[config.mk]
export PLATFORM = sky130hd
export DESIGN_NAME = link_tx_arbiter
export DESIGN_NICKNAME = d
export VERILOG_FILES = /design/src/rtl/link_tx_arbiter.sv
export SDC_FILE = /design/constraint.sdc
export NUM_CORES = 1
export LEC_CHECK = 0
export ABC_CLOCK_PERIOD_IN_PS = 5350
export CORE_UTILIZATION = 52
export DETAILED_ROUTE_END_ITERATION = 7
export PLACE_DENSITY = 0.95
export SYNTH_ARGS = -nofsm -noshare
export SYNTH_HDL_FRONTEND = slang
export SYNTH_SLANG_ARGS = --single-unit
[constraint.sdc]
create_clock -name clk -period 5.35 [get_ports clk]
set_input_delay 1.07 -clock clk [delete_from_list [all_inputs] [get_ports clk]]
set_output_delay 1.07 -clock clk [all_outputs]
set_load 0.01 [all_outputs]
[src/rtl/link_tx_arbiter.sv]
// Round-robin arbiter that shares the ring-buffer write port among ISA front-ends.
// Packets are never interleaved, and writes never overrun words the link side has not read.
module link_tx_arbiter #(
    parameter int NREQ    = 4,
    parameter int AW      = 12,
    parameter int DW      = 9,
    parameter int TIMEOUT = 255
) (
    input  logic                 clk,
    input  logic                 rst,
    input  logic [NREQ-1:0]      req_valid,
    input  logic [NREQ*DW-1:0]   req_data,
    input  logic [NREQ-1:0]      req_last,
    output logic [NREQ-1:0]      req_ready,
    input  logic [AW-1:0]        rd_ptr,
    output logic                 ram_wren,
    output logic [AW-1:0]        ram_wraddr,
    output logic [DW-1:0]        ram_data,
    output logic [AW:0]          level,
    output logic                 busy,
    output logic                 timeout_err
);

    localparam int GW = (NREQ > 1) ? $clog2(NREQ) : 1;
    localparam int CW = $clog2(TIMEOUT + 1);

    typedef enum logic {IDLE, LOCKED} state_t;

    state_t          state;
    logic [GW-1:0]   grant;
    logic [AW-1:0]   wr_ptr;
    logic [CW-1:0]   idle_cnt;

    logic [AW-1:0]   used;
    logic [AW-1:0]   free;
    logic            sel_valid;
    logic            sel_last;
    logic [DW-1:0]   sel_data;
    logic            accept;
    logic            win_found;
    logic [GW-1:0]   win_idx;
    logic [GW:0]     idx;

    // One slot always stays empty, so free = depth-1-used is just the complement of used.
    assign used = wr_ptr - rd_ptr;
    assign free = ~used;

    assign sel_valid = req_valid[grant];
    assign sel_last  = req_last[grant];
    assign sel_data  = req_data[grant*DW +: DW];
    assign accept    = (state == LOCKED) && sel_valid && (free != '0);
    assign busy      = (state == LOCKED);

    always_comb begin
        req_ready = '0;
        if (state == LOCKED && free != '0)
            req_ready[grant] = 1'b1;
    end

    // Rotating priority search starting just after the most recent grant.
    always_comb begin
        win_found = 1'b0;
        win_idx   = '0;
        idx       = '0;
        for (int k = 1; k <= NREQ; k++) begin
            idx = {1'b0, grant} + (GW+1)'(k);
            if (idx >= (GW+1)'(NREQ))
                idx = idx - (GW+1)'(NREQ);
            if (!win_found && req_valid[idx[GW-1:0]]) begin
                win_found = 1'b1;
                win_idx   = idx[GW-1:0];
            end
        end
    end

    always_ff @(posedge clk or posedge rst) begin
        if (rst) begin
            state       <= IDLE;
            grant       <= GW'(NREQ-1);
            wr_ptr      <= '0;
            idle_cnt    <= '0;
            timeout_err <= 1'b0;
            ram_wren    <= 1'b0;
            ram_wraddr  <= '0;
            ram_data    <= '0;
            level       <= '0;
        end else begin
            level    <= {1'b0, used};
            ram_wren <= accept;
            if (accept) begin
                ram_wraddr <= wr_ptr;
                ram_data   <= sel_data;
                wr_ptr     <= wr_ptr + 1'b1;
            end
            case (state)
                IDLE: begin
                    if (win_found && free > AW'(1)) begin
                        grant    <= win_idx;
                        state    <= LOCKED;
                        idle_cnt <= '0;
                    end
                end
                LOCKED: begin
                    // A valid word stalled on a full buffer neither counts nor clears the timeout.
                    if (accept) begin
                        idle_cnt <= '0;
                        if (sel_last)
                            state <= IDLE;
                    end else if (!sel_valid) begin
                        if (idle_cnt == CW'(TIMEOUT-1)) begin
                            state       <= IDLE;
                            timeout_err <= 1'b1;
                            idle_cnt    <= '0;
                        end else begin
                            idle_cnt <= idle_cnt + 1'b1;
                        end
                    end
                end
                default: state <= IDLE;
            endcase
        end
    end

endmodule

==> results of run 1 <==
[cell families (layout without fill, tap and decap cells)]
group / count (synthesis) / count (layout)
simple gates: 94 / 94
compound gates: 61 / 61
flops: 58 / 58
buf+inv: 40 / 151
mux: 34 / 34
fa+ha+maj: 19 / 19
xor+xnor: 19 / 19
other cells: 1 / 1
[worst max path at each step]
stage                   start            to
detailed placement  rd_ptr[0]  req_ready[3]
global route        rd_ptr[2]  req_ready[2]
CTS                 rd_ptr[0]  req_ready[3]
finish              rd_ptr[0]  req_ready[3]
floorplan           rd_ptr[0]  req_ready[0]
global placement    rd_ptr[0]  req_ready[0]
[per-stage QoR]
step	area [um^2]	cells	worst slack [ns]	total power [mW]	hold WS, ns
after floorplan	3700	326	1.04	1.86	0.480
after global placement	4760	514	0.0442	2.35	0.460
after detailed placement	4760	514	-0.0254	2.43	0.459
after CTS	4960	531	0.0529	2.87	0.474
after global routing	5000	533	-0.0239	3.08	0.498
final	5000	533	0.104	2.92	0.470
[cell usage after synthesis (4+ instances only)]
library cell | n | area share
dfrtp_1 | 56 | 0.38
inv_1 | 29 | 0.029
mux2_4 | 20 | 0.081
ha_1 | 18 | 0.061
nand2_1 | 14 | 0.014
xor2_1 | 14 | 0.033
nor2_1 | 13 | 0.013
mux4_2 | 10 | 0.061
o21ai_0 | 10 | 0.014
nor3_1 | 9 | 0.012
nand3_1 | 8 | 0.011
nand4_1 | 8 | 0.014
and3_1 | 7 | 0.012
nor3b_1 | 7 | 0.014
a21o_1 | 6 | 0.012
a21oi_1 | 6 | 0.0081
xnor2_1 | 5 | 0.012
and2_1 | 4 | 0.0068
[sequential cells by signal, summed over array words and instances, names as in the netlist]
name and cells:
level 12, timeout_err 1, ram_wren 1, busy 1, ram_data 9, idle_cnt 8, grant 2, wr_ptr 12
ram_wraddr 12
[routing by layer]
metal | vias to the layer above | global-route usage | wire length (um)
li1 | 1423 | - | -
met1 | 1545 | 0.328 | 4000
met2 | 125 | 0.478 | 5080
met3 | 20 | 0.0495 | 529
met4 | 0 | 0.114 | 220
met5 | - | 0 | 0
[power by group]
group | switching (mW) | total, mW | internal (mW)
registers | 0.210 | 0.845 | 0.635
logic | 0.773 | 1.68 | 0.904
clock network | 0.170 | 0.394 | 0.224
[layout make-up]
cell class	instances	area share
clock buffers	12	0.0290
clock inverters	3	0.00801
inverters	30	0.0225
multi-input cells	228	0.418
flip-flops and latches	58	0.291
well taps	96	0.0240
repair buffers	106	0.208
[timing repair]
action / CTS / global route
setup endpoints to repair: 4 / 4
hold buffers: 0 / 0
pin swaps: 5 / 4
gates cloned: 0 / 0
resized for setup: 2 / 4
buffers inserted: 2 / 2
[cell usage in the layout (no fill, tap or decap), drive strengths merged, types with 3 or more instances in the layout]
| master | netlist | routed |
|---|---|---|
| or3 | 3 | 3 |
| nor3 | 9 | 9 |
| nor4b | 3 | 3 |
| o21ai | 11 | 11 |
| nor2 | 13 | 13 |
| xor2 | 14 | 14 |
| a21o | 6 | 6 |
| nand2 | 14 | 14 |
| o211ai | 3 | 3 |
| o21a | 3 | 3 |
| a221o | 3 | 3 |
| xnor2 | 5 | 5 |
| nand3 | 8 | 8 |
| mux2 | 22 | 22 |
| nand4 | 9 | 9 |
| clkbuf | 3 | 12 |
| and4 | 3 | 3 |
| o2111ai | 3 | 3 |
| inv | 30 | 30 |
| and3 | 8 | 8 |
| mux4 | 10 | 10 |
| nor3b | 7 | 7 |
| nor4 | 3 | 3 |
| clkdlybuf4s50 | 0 | 97 |
| nor2b | 3 | 3 |
| a21oi | 6 | 6 |
| dfrtp | 56 | 56 |
| and2 | 4 | 4 |
| buf | 7 | 9 |
| ha | 18 | 18 |
| a211oi | 4 | 4 |
==> impl_metrics.json, run 1 <==
{
  "status": "completed",
  "via_per_inst": 5.84,
  "die_h_um": 86.3,
  "synthMuxAreaShare": 0.154,
  "tns_ns": 0,
  "start_kind": "input port",
  "hold-path-cell-count": 1,
  "post_synth_num_cell_types": 69,
  "overflow": 0,
  "clockBufferDepth": 2,
  "synth_xor_area_frac": 0.0450,
  "hold_start": "timeout_err",
  "ys_warn_count": 0,
  "core_um2": 6830,
  "worst-r2r-cell-count": 13,
  "tightestPinTransition_ns": 0.732,
  "synthSimpleGateAreaFrac": 0.155,
  "seq_area_um2": 1450,
  "place.port_buffers": 97,
  "synth_edf_count": 0,
  "multiInputGateArea_um2": 2090,
  "gp_congestion": 0.854,
  "setup_viol": 0,
  "htree_levels": 3,
  "r2r_setup_slack_ns": 1.86,
  "max-vdd-ir-drop_mv": 0.345,
  "finalCriticalPeriod_ns": 5.25,
  "boundaryPins": 99,
  "clock_tree.root_cell": "clkbuf_8",
  "fillers": 457,
  "fmax_mhz": 191,
  "start_util": 0.541,
  "synth_area_um2": 3700,
  "clock_latency_ns": 0.33,
  "worst_clock_skew_ns": 0.00779,
  "crit_family": "simple AND/OR/NAND/NOR gates",
  "cts_buffers": 9,
  "dieArea_um2": 7450,
  "hp-class": "reg2reg",
  "crit_slowest_cell": "clkdlybuf4s50_1",
  "final_nets": 510,
  "ys_seq_elements": 58,
  "ant_nets": 0,
  "slew_viol_final": 0,
  "fin_crit_sh": 0.981,
  "powerDensity_nw_per_um2": 583,
  "netlist_instances": 326,
  "vias": 3113,
  "synthFlopType": "dfrtp_1",
  "cts_tree": "built",
  "async_flop_share": 1.00,
  "cp_num_cells": 12,
  "ys_seq_area_frac": 0.393,
  "synth-compound-area-share": 0.137,
  "clock-sinks": 58,
  "num_antenna_cells": 0,
  "slew_headroom": 0.512,
  "avgSynthCellArea_um2": 11.3,
  "timing.rr.start": "wr_ptr[0]",
  "grt_pass1_vias": 3178,
  "power_leakage_nw": 2.21,
  "crit_type": "in2out",
  "fin_util": 0.732,
  "grtUsageTotal": 0.272,
  "rows": 30,
  "routed_wl_um": 9830,
  "syn_nets": 403,
  "syn2layout_area_growth_pct": 35.2,
  "drc": 0,
  "crit_arrival_ns": 4.18,
  "crit_path_max_fanout": 5,
  "drtPass1Iterations": 4,
  "antenna_found_initial": 0,
  "cp_num_buf_inv": 3,
  "r2r-end": "wr_ptr[11]",
  "synth_top_family_by_area": "simple AND/OR/NAND/NOR gates",
  "drv_cap": 0,
  "crit_path_end_kind": "primary output",
  "hold_viol": 0,
  "path_cells": "clkdlybuf4s50_1 -> ha_1 -> inv_1 -> fa_2 -> a211oi_4 -> nor2_1 -> xor2_1 -> nand4_1 -> nor4b_4 -> nand4_2 -> and3_1 -> clkdlybuf4s50_1",
  "grt_pass1_wl_um": 15500,
  "dieWidth_um": 86.3,
  "critical_path_required_ns": 4.28,
  "grt_max_degree": 59,
  "wire_per_inst_um": 18.4,
  "whs_endpoint": "timeout_err",
  "max_stage_delay_ns": 0.47,
  "drt-initial-drc-count": 200,
  "dp_hpwl_um": 7090,
  "drive_above_1_share": 0.176,
  "cts.reportedPaths.clkPinSlew_ns": 0.06,
  "synth_adder_area_share": 0.0663,
  "crit_path_frequent_cell": "clkdlybuf4s50_1"
}
No activity file was read; power rests on OpenSTA's default activity.
==> run 2: changes to the inputs <==
ABC_CLOCK_PERIOD_IN_PS = default   (was 5350)
CORE_UTILIZATION = 44   (was 52)
PLACE_DENSITY = 0.87   (was 0.95)
clock period = 4.7 ns   (was 5.35 ns; I/O delays follow)
==> run 2 against run 1 <==
Against the previous run: wire length shrank 0.64%; sequential share of layout area shrank 1.7 points; setup slack gained 0.0011 ns; highest routed layer unchanged; critical endpoint unchanged; total power grew 23%; worst hold slack gained 0.026 ns; global-route usage shrank 4.7 points; via count grew 2.3%; cell area grew 6.1%; sequential power grew 12%; critical path type unchanged.
==> impl_metrics.json, run 2 (synthesis gave the netlist of run 1 again) <==
{
  "status": "completed",
  "start_kind": "input port",
  "core_um2": 8180,
  "place.port_buffers": 97,
  "final_common_cell": "clkdlybuf4s50_1",
  "syn2layout_area_growth_pct": 43.4,
  "boundaryPins": 99,
  "cts_tree": "built",
  "start_util": 0.452,
  "setup_viol": 0,
  "crit_path_end_kind": "primary output",
  "crit_type": "in2out",
  "dieWidth_um": 93.7,
  "crit_path_max_fanout": 4,
  "final_cell_mix": "clkdlybuf4s50_1, dfrtp_1, buf_4, inv_1, mux2_4",
  "dp_hpwl_um": 7140,
  "max-vdd-ir-drop_mv": 0.296,
  "fillers": 599,
  "multiInputGateArea_um2": 2130,
  "seq_power_share": 0.264,
  "final_nets": 538,
  "grt_max_degree": 34,
  "num_antenna_cells": 0,
  "cts.reportedPaths.clkPinSlew_ns": 0.07,
  "drt-initial-drc-count": 170,
  "wire_per_inst_um": 17.1,
  "critical_path_required_ns": 3.76,
  "internal_power_mw": 2.25,
  "clock-sinks": 58,
  "powerDensity_nw_per_um2": 678,
  "cts_buffers": 9,
  "ant_nets": 0,
  "cts_hold_buffers": 0,
  "clockBufferDepth": 2,
  "clkPwrFrac": 0.149,
  "drv_cap": 0,
  "routed_wl_um": 9770,
  "vias": 3184,
  "grt_pass1_wl_um": 15200,
  "grtUsageTotal": 0.225,
  "design_area_um2": 5310,
  "htree_levels": 3,
  "seq_area_um2": 1450,
  "slew_viol_final": 0,
  "fmax_mhz": 218,
  "drive_above_1_share": 0.258,
  "worst_clock_skew_ns": 0.0102,
  "clock_latency_ns": 0.34,
  "clock_tree.root_cell": "clkbuf_8",
  "postPlaceCellArea_um2": 4990,
  "drtPass1Iterations": 4,
  "hp-class": "reg2reg",
  "hold_viol": 0,
  "crit_arrival_ns": 3.65,
  "overflow": 0,
  "grt_pass1_vias": 3202,
  "die_h_um": 93.7,
  "p_switching_mw": 1.35,
  "finalCriticalPeriod_ns": 4.59,
  "pwr-share-comb": 0.587,
  "drc": 0,
  "rows": 33,
  "tightestPinTransition_ns": 0.744,
  "fin_util": 0.649,
  "slew_headroom": 0.500,
  "antenna_found_initial": 0,
  "fin_crit_sh": 0.978,
  "via_per_inst": 5.58,
  "power_leakage_nw": 2.38,
  "top_regs": "level x12, ram_wraddr x12, wr_ptr x12",
  "netSwitchingFraction": 0.375,
  "dieArea_um2": 8780,
  "gp_congestion": 0.905
}
[run 2: cell types whose count changed in the layout (fill, tap and decap cells not counted), moves of 2 or more]
| cell | delta |
|---|---|
| ha_1 | -3 |
| buf_2 | +4 |
| clkdlybuf4s50_1 | -5 |
| ha_2 | +2 |
| buf_4 | +25 |
| buf_6 | +2 |
[run 2: through the flow]
step                instances  TNS (ns)  hold WS, ns  worst slack, ns  power, mW
floorplan                 326         0        0.480            0.654       2.12
global placement          551     -1.10        0.464           -0.276       2.87
detailed placement        551     -1.63        0.483           -0.422       2.95
CTS                       569         0        0.499           0.0446       3.50
global route              571   -0.0328        0.518          -0.0252       3.80
finish                    571         0        0.496            0.105       3.60
[run 2: worst paths after layout]
kind	start	end	slack, ns	cells after the start
worst max register to register	wr_ptr[0]	wr_ptr[11]	1.03	15
worst min register to register	ram_wraddr[0]	ram_wraddr[0]	0.50	2
min in group asynchronous	rst	level[8]	1.02	2
max in group asynchronous	rst	grant[1]	2.83	3
worst max-delay path	rd_ptr[0]	req_ready[3]	0.11	13
worst min-delay path	ram_wraddr[0]	ram_wraddr[0]	0.50	2
[run 2: cell type report]
type                    instances  share of cell area
clock buffers                  12              0.0292
multi-input cells             228               0.402
inverters                      30              0.0212
clock inverters                 4              0.0139
well taps                     105              0.0248
flip-flops and latches         58               0.274
repair buffers                134               0.235
[run 2: repair_timing]
action	in CTS	in global routing
setup buffers	2	2
cloned	0	0
pin swaps	8	7
resized for setup	24	10
endpoints found under the setup margin	4	4
[run 2: worst max-delay path, stage by stage]
cell           delay (ns)
dlygate4sd2_1        0.22
ha_2                 0.19
inv_1                0.06
fa_2                 0.41
a211oi_4             0.32
nor2_2               0.09
xor2_1               0.21
nand4_1              0.18
nor4b_4              0.38
nand4_2              0.18
buf_6                0.16
and3_1               0.17
buf_2                0.14
[run 2: power by group through the flow]
stage	clock network (mW)	registers (mW)	logic, mW
finish	0.536	0.949	2.11
detailed placement	0	0.951	2.00
CTS	0.539	0.945	2.02
global route	0.560	0.983	2.26
global placement	0	0.939	1.93
floorplan	0	0.929	1.19
[run 2: routing by layer]
layer,vias to the layer above,share of wire,global-route usage,routed length [um]
met2,108,0.51,0.387,4960
met4,0,0.018,0.0859,177
met5,-,0,0,0
met1,1582,0.43,0.285,4210
li1,1476,-,-,-
met3,18,0.043,0.0332,421
==> run 3: changes to the inputs <==
CTS_BUF_LIST = sky130_fd_sc_hd__clkbuf_4 sky130_fd_sc_hd__clkbuf_8 sky130_fd_sc_hd__clkbuf_16   (was default)
==> run 3 against run 2 <==
Against the previous run: clock power up 0.9%; setup slack is essentially flat; wire length up 0.11%; global-route usage unchanged; worst hold slack worse by 0.0018 ns; combinational power is essentially flat; clock skew fell by 0.00092 ns; utilization about the same; via count shrank 1.3%; maximum frequency about the same; non-clock buffer count is the same; critical path type unchanged; critical endpoint unchanged; highest routed layer unchanged.
==> impl_metrics.json, run 3 (synthesis gave the netlist of run 1 again) <==
{
  "top_regs": "level x12, ram_wraddr x12, wr_ptr x12",
  "grt_pass1_vias": 3203,
  "crit_slowest_cell": "fa_2",
  "boundaryPins": 99,
  "dieArea_um2": 8780,
  "htree_levels": 3,
  "startpoint": "rd_ptr[0]",
  "dp_hpwl_um": 7140,
  "antenna_found_initial": 0,
  "final_cell_mix": "clkdlybuf4s50_1, dfrtp_1, buf_4, inv_1, mux2_4",
  "slew_headroom": 0.496,
  "grt_max_degree": 34,
  "cts_tree": "built",
  "postPlaceCellArea_um2": 4990,
  "crit_family": "simple AND/OR/NAND/NOR gates",
  "via_per_inst": 5.50,
  "drtPass1Iterations": 4,
  "hp-class": "reg2reg",
  "start_util": 0.452,
  "worst_clock_skew_ns": 0.00925,
  "rows": 33,
  "powerDensity_nw_per_um2": 679,
  "gp_congestion": 0.905,
  "drv_cap": 0,
  "hold_start": "ram_wraddr[0]",
  "crit_path_end_kind": "primary output",
  "status": "completed",
  "timing.rr.start": "wr_ptr[0]",
  "setup_viol": 0,
  "final_common_cell": "clkdlybuf4s50_1",
  "crit_path_max_fanout": 4,
  "ant_nets": 0,
  "fin_crit_sh": 0.978,
  "finalCriticalPeriod_ns": 4.59,
  "max_stage_delay_ns": 0.41,
  "fmax_mhz": 218,
  "drive_above_1_share": 0.260,
  "tightestPinTransition_ns": 0.751,
  "tns_ns": 0,
  "design_area_um2": 5310,
  "cp_num_buf_inv": 4,
  "clock_latency_ns": 0.34,
  "num_antenna_cells": 0,
  "grtUsageTotal": 0.225,
  "core_um2": 8180,
  "drc": 0,
  "place.port_buffers": 97,
  "hold_viol": 0,
  "final_nets": 538,
  "total_power_mw": 3.60,
  "routed_wl_um": 9780,
  "slew_viol_final": 0,
  "grt_pass1_wl_um": 15300,
  "cts_hold_buffers": 0,
  "cts_buffers": 9,
  "drt-initial-drc-count": 212,
  "cts.reportedPaths.clkPinSlew_ns": 0.07,
  "start_kind": "input port",
  "critical_path_required_ns": 3.76,
  "path_cells": "dlygate4sd2_1 -> ha_2 -> inv_1 -> fa_2 -> a211oi_4 -> nor2_2 -> xor2_1 -> nand4_1 -> nor4b_4 -> nand4_2 -> buf_6 -> and3_1 -> buf_2",
  "overflow": 0,
  "crit_arrival_ns": 3.65,
  "clockBufferDepth": 2,
  "syn2layout_area_growth_pct": 43.5,
  "die_h_um": 93.7,
  "clock_tree.root_cell": "clkbuf_8",
  "crit_type": "in2out",
  "dieWidth_um": 93.7,
  "wire_per_inst_um": 17.1,
  "max-vdd-ir-drop_mv": 0.296,
  "power_leakage_nw": 2.39,
  "clock-sinks": 58,
  "vias": 3143,
  "fillers": 601
}
## run 3: cell counts in the layout (fill, tap and decap cells not counted)
Identical to the previous run, type by type.
## run 3: final cells by class
type | count | area [um^2] | share of cell area
tap | 105 | 131 | 0.0247
multi-input combinational | 228 | 2130 | 0.401
timing repair buffer | 134 | 1250 | 0.235
clock buffer | 12 | 159 | 0.0299
sequential | 58 | 1450 | 0.274
clock inverter | 4 | 73.8 | 0.0139
inverter | 30 | 113 | 0.0212
## run 3: path summary, 6_finish.rpt
kind | to | slack [ns] | depth (start not counted)
max | req_ready[3] | 0.11 | 13
min | ram_wraddr[0] | 0.49 | 2
max reg2reg | wr_ptr[11] | 1.03 | 15
min reg2reg | ram_wraddr[0] | 0.49 | 2
max in group asynchronous | grant[1] | 2.83 | 3
min in group asynchronous | level[8] | 1.02 | 2
## run 3: routing by layer
layer  part of all wire  track usage
met4              0.016       0.0859
met1               0.43        0.285
met5                  0            0
met3              0.041       0.0332
met2               0.51        0.387
## run 3: per-stage QoR
step / hold WS [ns] / util / std cells / setup slack (ns)
after detailed placement: 0.483 / 0.610 / 551 / -0.422
after global routing: 0.518 / 0.649 / 571 / -0.0252
after global placement: 0.464 / 0.610 / 551 / -0.276
after CTS: 0.499 / 0.642 / 569 / 0.0446
after floorplan: 0.480 / - / 326 / 0.654
final: 0.494 / 0.649 / 571 / 0.105
## run 3: timing repair
| action | CTS | global route |
|---|---|---|
| buffers inserted | 2 | 2 |
| pin swaps | 8 | 7 |
| gates resized for setup | 24 | 10 |
| endpoints found under the setup margin | 4 | 4 |
## run 3: tightest hold or removal path, delay by kind of cell (launching register included)
| kind | cells | cell delay [ns] |
|---|---|---|
| DFF | 1 | 0.35 |
| and+or+nand+nor | 1 | 0.05 |
| AOI/OAI and AO/OA | 1 | 0.06 |
## run 3: where the power goes
part	internal, mW	switching [mW]	leakage, nW	total (mW)
clock network	0.334	0.208	0.120	0.541
logic	1.20	0.916	1.57	2.11
registers	0.722	0.228	0.699	0.950
total	2.25	1.35	2.39	3.60
